===== src/rtl/hazard3_sba_pkg.sv =====
// Shared constants for the debug-module System Bus Access controller:
// register indices, sbcs field positions, error codes and FSM states.
package hazard3_sba_pkg;

  localparam logic [1:0] REG_SBCS       = 2'd0;
  localparam logic [1:0] REG_SBADDRESS0 = 2'd1;
  localparam logic [1:0] REG_SBDATA0    = 2'd2;

  localparam int SBCS_SBVERSION_LSB  = 29;
  localparam int SBCS_SBBUSYERROR    = 22;
  localparam int SBCS_SBBUSY         = 21;
  localparam int SBCS_SBREADONADDR   = 20;
  localparam int SBCS_SBACCESS_LSB   = 17;
  localparam int SBCS_SBAUTOINC      = 16;
  localparam int SBCS_SBREADONDATA   = 15;
  localparam int SBCS_SBERROR_LSB    = 12;
  localparam int SBCS_SBASIZE_LSB    = 5;
  localparam int SBCS_SBACC_SUPP_LSB = 0;

  localparam logic [2:0] SBVERSION = 3'd1;

  localparam logic [2:0] SBERR_NONE  = 3'd0;
  localparam logic [2:0] SBERR_BUS   = 3'd2;
  localparam logic [2:0] SBERR_ALIGN = 3'd3;
  localparam logic [2:0] SBERR_SIZE  = 3'd4;

  localparam logic [2:0] SBACCESS_8  = 3'd0;
  localparam logic [2:0] SBACCESS_16 = 3'd1;
  localparam logic [2:0] SBACCESS_32 = 3'd2;

  typedef enum logic {
    S_IDLE,
    S_BUS
  } sba_state_t;

endpackage


===== src/rtl/hazard3_sbus_lanes.sv =====
// Byte-lane handling for SBA: replicate narrow write data across the word,
// and right-justify/mask narrow read data using the low address bits.
module hazard3_sbus_lanes
  import hazard3_sba_pkg::*;
(
  input  logic [1:0]  wr_size,
  input  logic [31:0] wdata_in,
  output logic [31:0] wdata_rep,
  input  logic [1:0]  rd_size,
  input  logic [1:0]  rd_addr_lo,
  input  logic [31:0] rdata_in,
  output logic [31:0] rdata_ext
);

  logic [31:0] rdata_shifted;

  assign rdata_shifted = rdata_in >> {rd_addr_lo, 3'b000};

  always_comb begin
    case (wr_size)
      SBACCESS_8[1:0]:  wdata_rep = {4{wdata_in[7:0]}};
      SBACCESS_16[1:0]: wdata_rep = {2{wdata_in[15:0]}};
      default:          wdata_rep = wdata_in;
    endcase
  end

  always_comb begin
    case (rd_size)
      SBACCESS_8[1:0]:  rdata_ext = {24'h0, rdata_shifted[7:0]};
      SBACCESS_16[1:0]: rdata_ext = {16'h0, rdata_shifted[15:0]};
      default:          rdata_ext = rdata_shifted;
    endcase
  end

endmodule


===== src/rtl/hazard3_sbus_ctrl.sv =====
// Debug Module System Bus Access controller: sbcs/sbaddress0/sbdata0 and a
// single-transfer master on the dbg_sbus port, clocked by clk_always_on.
module hazard3_sbus_ctrl
  import hazard3_sba_pkg::*;
#(
  parameter int W_ADDR = 32,
  parameter int W_DATA = 32
) (
  input  logic              clk_always_on,
  input  logic              rst_n,
  input  logic              dmactive,
  input  logic              reg_wen,
  input  logic              reg_ren,
  input  logic [1:0]        reg_addr,
  input  logic [31:0]       reg_wdata,
  output logic [31:0]       reg_rdata,
  output logic [W_ADDR-1:0] sbus_addr,
  output logic              sbus_write,
  output logic [1:0]        sbus_size,
  output logic              sbus_vld,
  input  logic              sbus_rdy,
  input  logic              sbus_err,
  output logic [W_DATA-1:0] sbus_wdata,
  input  logic [W_DATA-1:0] sbus_rdata
);

  sba_state_t        state, state_nxt;
  logic [W_ADDR-1:0] sbaddress0;
  logic [31:0]       sbdata0;
  logic [2:0]        sbaccess, sberror;
  logic              sbautoincrement, sbreadonaddr, sbreadondata, sbbusyerror;
  logic              discard;

  logic              busy, wr_sbcs, wr_addr, wr_data, rd_data, busy_viol;
  logic              trig, size_err, align_err, start, complete;
  logic [W_ADDR-1:0] trig_addr;
  logic [W_DATA-1:0] wdata_rep, rdata_ext;

  assign busy      = state == S_BUS;
  assign wr_sbcs   = reg_wen && reg_addr == REG_SBCS;
  assign wr_addr   = reg_wen && reg_addr == REG_SBADDRESS0;
  assign wr_data   = reg_wen && reg_addr == REG_SBDATA0;
  assign rd_data   = reg_ren && reg_addr == REG_SBDATA0;
  assign busy_viol = busy && (wr_addr || wr_data || rd_data);

  // Pending errors suppress new triggers but not the register writes themselves.
  assign trig = !busy && dmactive && sberror == SBERR_NONE && !sbbusyerror &&
                (wr_data || (wr_addr && sbreadonaddr) || (rd_data && sbreadondata));
  assign trig_addr = wr_addr ? reg_wdata[W_ADDR-1:0] : sbaddress0;
  assign size_err  = sbaccess > SBACCESS_32;
  assign align_err = (sbaccess == SBACCESS_16 && trig_addr[0]) ||
                     (sbaccess == SBACCESS_32 && trig_addr[1:0] != 2'b00);
  assign start     = trig && !size_err && !align_err;
  assign complete  = busy && sbus_rdy;
  assign sbus_vld  = busy;

  hazard3_sbus_lanes u_lanes (
    .wr_size    (sbaccess[1:0]),
    .wdata_in   (reg_wdata),
    .wdata_rep  (wdata_rep),
    .rd_size    (sbus_size),
    .rd_addr_lo (sbus_addr[1:0]),
    .rdata_in   (sbus_rdata),
    .rdata_ext  (rdata_ext)
  );

  // NOTE: sequential state uses non-blocking assignments so every register
  // samples pre-edge values regardless of process ordering.
  always_ff @(posedge clk_always_on or negedge rst_n) begin
    if (!rst_n) state <= S_IDLE;
    else        state <= state_nxt;
  end

  always_comb begin
    // NOTE: default first so no path leaves state_nxt unassigned (no latch).
    state_nxt = state;
    case (state)
      S_IDLE:  if (start)    state_nxt = S_BUS;
      S_BUS:   if (sbus_rdy) state_nxt = S_IDLE;
      default: state_nxt = S_IDLE;
    endcase
  end

  // The request is frozen for the whole data phase, including across dmactive=0.
  always_ff @(posedge clk_always_on or negedge rst_n) begin
    if (!rst_n) begin
      sbus_addr  <= '0;
      sbus_write <= 1'b0;
      sbus_size  <= 2'd0;
      sbus_wdata <= '0;
    end else if (start) begin
      sbus_addr  <= trig_addr;
      sbus_write <= wr_data;
      sbus_size  <= sbaccess[1:0];
      sbus_wdata <= wdata_rep;
    end
  end

  always_ff @(posedge clk_always_on or negedge rst_n) begin
    if (!rst_n) begin
      sbaddress0      <= '0;
      sbdata0         <= '0;
      sbaccess        <= SBACCESS_32;
      sbautoincrement <= 1'b0;
      sbreadonaddr    <= 1'b0;
      sbreadondata    <= 1'b0;
      sberror         <= SBERR_NONE;
      sbbusyerror     <= 1'b0;
      discard         <= 1'b0;
    end else begin
      if (complete)
        discard <= 1'b0;
      else if (!dmactive && busy)
        discard <= 1'b1;

      if (!dmactive) begin
        sbaddress0      <= '0;
        sbdata0         <= '0;
        sbaccess        <= SBACCESS_32;
        sbautoincrement <= 1'b0;
        sbreadonaddr    <= 1'b0;
        sbreadondata    <= 1'b0;
        sberror         <= SBERR_NONE;
        sbbusyerror     <= 1'b0;
      end else begin
        if (wr_sbcs) begin
          sbreadonaddr    <= reg_wdata[SBCS_SBREADONADDR];
          sbaccess        <= reg_wdata[SBCS_SBACCESS_LSB +: 3];
          sbautoincrement <= reg_wdata[SBCS_SBAUTOINC];
          sbreadondata    <= reg_wdata[SBCS_SBREADONDATA];
          sberror         <= sberror & ~reg_wdata[SBCS_SBERROR_LSB +: 3];
          sbbusyerror     <= sbbusyerror & ~reg_wdata[SBCS_SBBUSYERROR];
        end

        if (busy_viol) begin
          sbbusyerror <= 1'b1;
        end else begin
          if (wr_addr) sbaddress0 <= reg_wdata[W_ADDR-1:0];
          if (wr_data) sbdata0    <= reg_wdata;
        end

        if (trig && size_err)
          sberror <= SBERR_SIZE;
        else if (trig && align_err)
          sberror <= SBERR_ALIGN;

        if (complete && !discard) begin
          if (sbus_err) begin
            sberror <= SBERR_BUS;
          end else begin
            if (!sbus_write)
              sbdata0 <= rdata_ext;
            if (sbautoincrement)
              sbaddress0 <= sbaddress0 + (W_ADDR'(1) << sbus_size);
          end
        end
      end
    end
  end

  always_comb begin
    reg_rdata = '0;
    case (reg_addr)
      REG_SBCS: begin
        reg_rdata[SBCS_SBVERSION_LSB +: 3]  = SBVERSION;
        reg_rdata[SBCS_SBBUSYERROR]         = sbbusyerror;
        reg_rdata[SBCS_SBBUSY]              = busy;
        reg_rdata[SBCS_SBREADONADDR]        = sbreadonaddr;
        reg_rdata[SBCS_SBACCESS_LSB +: 3]   = sbaccess;
        reg_rdata[SBCS_SBAUTOINC]           = sbautoincrement;
        reg_rdata[SBCS_SBREADONDATA]        = sbreadondata;
        reg_rdata[SBCS_SBERROR_LSB +: 3]    = sberror;
        reg_rdata[SBCS_SBASIZE_LSB +: 7]    = 7'(W_ADDR);
        reg_rdata[SBCS_SBACC_SUPP_LSB +: 3] = 3'b111;
      end
      REG_SBADDRESS0: reg_rdata = 32'(sbaddress0);
      REG_SBDATA0:    reg_rdata = sbdata0;
      default:        reg_rdata = '0;
    endcase
  end

endmodule


===== config.mk =====
export PLATFORM = sky130hd
export DESIGN_NAME = hazard3_sbus_ctrl
export DESIGN_NICKNAME = d
export VERILOG_FILES = /design/src/rtl/hazard3_sba_pkg.sv /design/src/rtl/hazard3_sbus_lanes.sv /design/src/rtl/hazard3_sbus_ctrl.sv
export SDC_FILE = /design/constraint.sdc
export NUM_CORES = 1
export LEC_CHECK = 0
export BUFFER_PORTS_ARGS = -buffer_cell sky130_fd_sc_hd__buf_2
export CELL_PAD_IN_SITES_DETAIL_PLACEMENT = 0
export CELL_PAD_IN_SITES_GLOBAL_PLACEMENT = 1
export CORE_UTILIZATION = 47
export CTS_CLUSTER_SIZE = 25
export DETAILED_ROUTE_END_ITERATION = 12
export HOLD_SLACK_MARGIN = 0.05
export PLACE_DENSITY = 0.84
export SETUP_SLACK_MARGIN = 0.15
export SLEW_MARGIN = 15
export SYNTH_ARGS = -nofsm -noshare
export SYNTH_HDL_FRONTEND = slang
export SYNTH_HIERARCHICAL = 1
export SYNTH_SLANG_ARGS = --single-unit

===== constraint.sdc =====
create_clock -name clk_always_on -period 3.8 [get_ports clk_always_on]
set_input_delay 0.19 -clock clk_always_on [delete_from_list [all_inputs] [get_ports clk_always_on]]
set_output_delay 0.19 -clock clk_always_on [all_outputs]
set_load 0.05 [all_outputs]

==> results.sh <==
export IMPL_ys_seq_area_share_pct=39.4
export IMPL_min_path_type="in -> reg"
export IMPL_drt_iter0_drc=875
export IMPL_worstSetupPathType="reg -> reg"
export IMPL_grt_total_usage_pct=31.4
export IMPL_yosysUniqueCellTypes=61
export IMPL_finalCoreUtilization_pct=56.7
export IMPL_port_buffers=172
export IMPL_ys_flop_type="dfrtp_1"
export IMPL_synth_compound_area_share_pct=15.4
export IMPL_total_power_w=0.00563
export IMPL_arrival_ns=3.19
export IMPL_overflow=0
export IMPL_grt_met3_usage_pct=5.71
export IMPL_fin_crit_ns=2.88
export IMPL_pre_cts_ws_ns=0.827
export IMPL_max_freq_ghz=0.348
export IMPL_ys_ff_latch=143
export IMPL_layout_common_cells="171 x buf_2, 142 x dfrtp_1, 86 x nor2_1"
export IMPL_post_cts_buffers=0
export IMPL_cts_root_buf="clkbuf_16"
export IMPL_drive_above_1_share_pct=34.4
export IMPL_clk_latency_ns=0.43
export IMPL_fin_crit_sh_pct=75.7
export IMPL_synth_nets=979
export IMPL_cts_buffers=17
export IMPL_critPathRequiredTime_ns=4.11
export IMPL_htree_levels=4
export IMPL_met2_usage_pct=47.9
export IMPL_synthSimpleGateAreaFrac_pct=14.0
export IMPL_startpoint_type="register"
export IMPL_layout_nets=1104
export IMPL_use_met1_pct=44.9
export IMPL_dp_hpwl_um=21300
export IMPL_cts_sinks=143
export IMPL_grt_pass1_vias=7566
export IMPL_fin_skew_ns=0.0143
export IMPL_first_pass_iters=8
export IMPL_grt_busiest_layer="met2"
export IMPL_ant_nets=0
export IMPL_via_count=8127
export IMPL_fin_setup_tns_ns=0
export IMPL_vias_per_cell=6.28
export IMPL_initial_utilization_pct=48.3
export IMPL_p_per_area_nw_per_um2=527
export IMPL_grt_max_degree=87
export IMPL_synth_adder_area_share_pct=1.32
export IMPL_routed_wl_um=30500
export IMPL_rows=50
export IMPL_synth_xor_area_share_pct=0.867
export IMPL_core_um2=18800
export IMPL_p_leak_nw=5.20
export IMPL_async_flop_share_pct=100
export IMPL_cts_path_max_buffers=2
export IMPL_cts_tree="built"
export IMPL_peakVddDrop_mv=0.451
export IMPL_setup_viol=0
export IMPL_die_w_um=141
export IMPL_avgSynthCellArea_um2=10.1
export IMPL_cts_clk_slew_worst_paths_ns=0.06
export IMPL_status="finished, final reports clean"
export IMPL_syn2layout_area_growth_pct=17.3
export IMPL_ios=173
export IMPL_n_antenna_cell=0
export IMPL_path_max_fanout=43
export IMPL_rsz0062_at_grt="no"
export IMPL_gp_congestion=0.924
export IMPL_grt_pass1_wl_um=46400
export IMPL_final_common_cell="buf_2"
export IMPL_wl_per_cell_um=23.6
export IMPL_drc_errors=0
export IMPL_hold_viol=0
export IMPL_ys_warn_count=6
export IMPL_maxCapViolations=0
export IMPL_dieArea_um2=19900
export IMPL_die_y_um=141
export IMPL_drv_slew=0
export IMPL_endpoint_kind="register"
export IMPL_synth_edf_count=0
export IMPL_synth_cells=897
export IMPL_antenna_found_initial=1
export IMPL_tightest_slew_ns=1.17
export IMPL_muxShareOfSynthArea_pct=23.6
export IMPL_synth_top_family_by_area="multiplexers"
export IMPL_setup_slack_ns=0.923
export IMPL_netlist_area_um2=9090
export IMPL_slew_headroom_pct=22.0
-- critical path, cell delays in order (launching register included) --
cell and delay (ns):
dfrtp_1 0.48, or4_1 0.53, or4_4 0.54, nor2_4 0.18
o21ai_4 0.32, buf_12 0.34, mux2_4 0.33
-- layout make-up --
type	instances	area [um^2]
flip-flops and latches	143	3580
repair buffers	191	1040
inverters	13	48.8
well taps	260	325
clock buffers	18	439
clock inverters	14	203
multi-input cells	656	5030
fillers	1652	8160
-- cell families (layout without fill, tap and decap cells) --
family,count (synthesis),after routing
AO/OA/AOI/OAI,205,205
XOR/XNOR,9,9
adder cells (fa/ha/maj),9,9
buffers and inverters,98,236
flip-flops,143,143
multiplexers,176,176
AND/OR/NAND/NOR,257,257
-- through the flow --
stage / std cells / hold slack (ns) / cell area [um^2]
4_1_cts: 1295 / 0.0710 / 10700
3_3_place_gp: 1261 / 0.318 / 10000
5_1_grt: 1295 / 0.0837 / 10700
3_5_place_dp: 1261 / 0.308 / 10000
2_1_floorplan: 897 / -0.106 / 9090
6_report: 1295 / 0.0784 / 10700
-- report_power, final --
| group | leakage [nW] | internal [W] | switching [W] | total [W] |
|---|---|---|---|---|
| clock | 0.312 | 0.00113 | 0.000709 | 0.00184 |
| combinational | 2.98 | 0.000593 | 0.00125 | 0.00184 |
| sequential | 1.90 | 0.00175 | 0.000198 | 0.00195 |
| total | 5.20 | 0.00347 | 0.00215 | 0.00563 |
-- per-layer routing --
metal | up-vias | wire [um]
li1 | 3550 | -
met5 | - | 0
met3 | 62 | 3000
met2 | 519 | 13600
met4 | 0 | 949
met1 | 3996 | 13000
-- synthesized netlist by cell type, types with 3 or more instances --
cell,n,share of area (%)
a31oi_1,14,0.96
buf_4,9,0.74
a21oi_1,38,2.1
nor2_1,86,3.5
o22ai_1,4,0.28
and2_1,14,0.96
or3_1,3,0.21
buf_2,7,0.39
ha_1,8,1.1
buf_1,5,0.21
a41oi_1,4,0.39
nand2_1,61,2.5
a221oi_1,7,0.67
a211oi_1,53,4.4
or4_1,5,0.41
o2111ai_1,3,0.29
nand2b_1,12,0.83
a222oi_1,11,1.2
mux2_4,38,6.3
and4_1,5,0.48
clkbuf_1,53,2.2
and3_1,9,0.62
mux4_2,8,2.0
o21a_1,4,0.33
nand3_1,12,0.66
mux2_2,79,9.8
o211ai_1,3,0.25
nor3_1,3,0.17
mux2i_1,51,5.6
xor2_1,6,0.58
a22oi_1,16,1.3
inv_1,12,0.50
nand4_1,16,1.1
nor2b_1,19,1.3
buf_6,10,1.2
nand4b_1,3,0.29
dfrtp_1,142,39
xnor2_1,3,0.29
o21ai_0,35,1.9
-- flip-flops by register name (all words and copies together), names as in the netlist, 2 cells and up --
signal      flops
sbaccess        3
sbaddress0     32
sbdata0        32
sberror         3
sbus_addr      32
sbus_size       2
sbus_wdata     32
-- worst paths after layout --
kind,cells past startpoint,slack [ns],start,endpoint
max,6,0.92,sbus_vld,sbus_wdata[5]
max in group asynchronous,3,2.62,rst_n,sbdata0[4]
min in group asynchronous,2,0.37,rst_n,sbus_addr[23]
min,3,0.08,reg_wdata[31],sbaddress0[31]
min reg2reg,1,0.51,sbus_addr[23],sbus_addr[23]
max reg2reg,6,0.92,sbus_vld,sbus_wdata[5]
-- repair_timing --
item | in CTS | in global routing
endpoints found under the hold margin | 86 | 0
hold buffers | 2 | 0
gates resized for setup | 0 | 0
No activity file was read; power rests on OpenSTA's default activity.
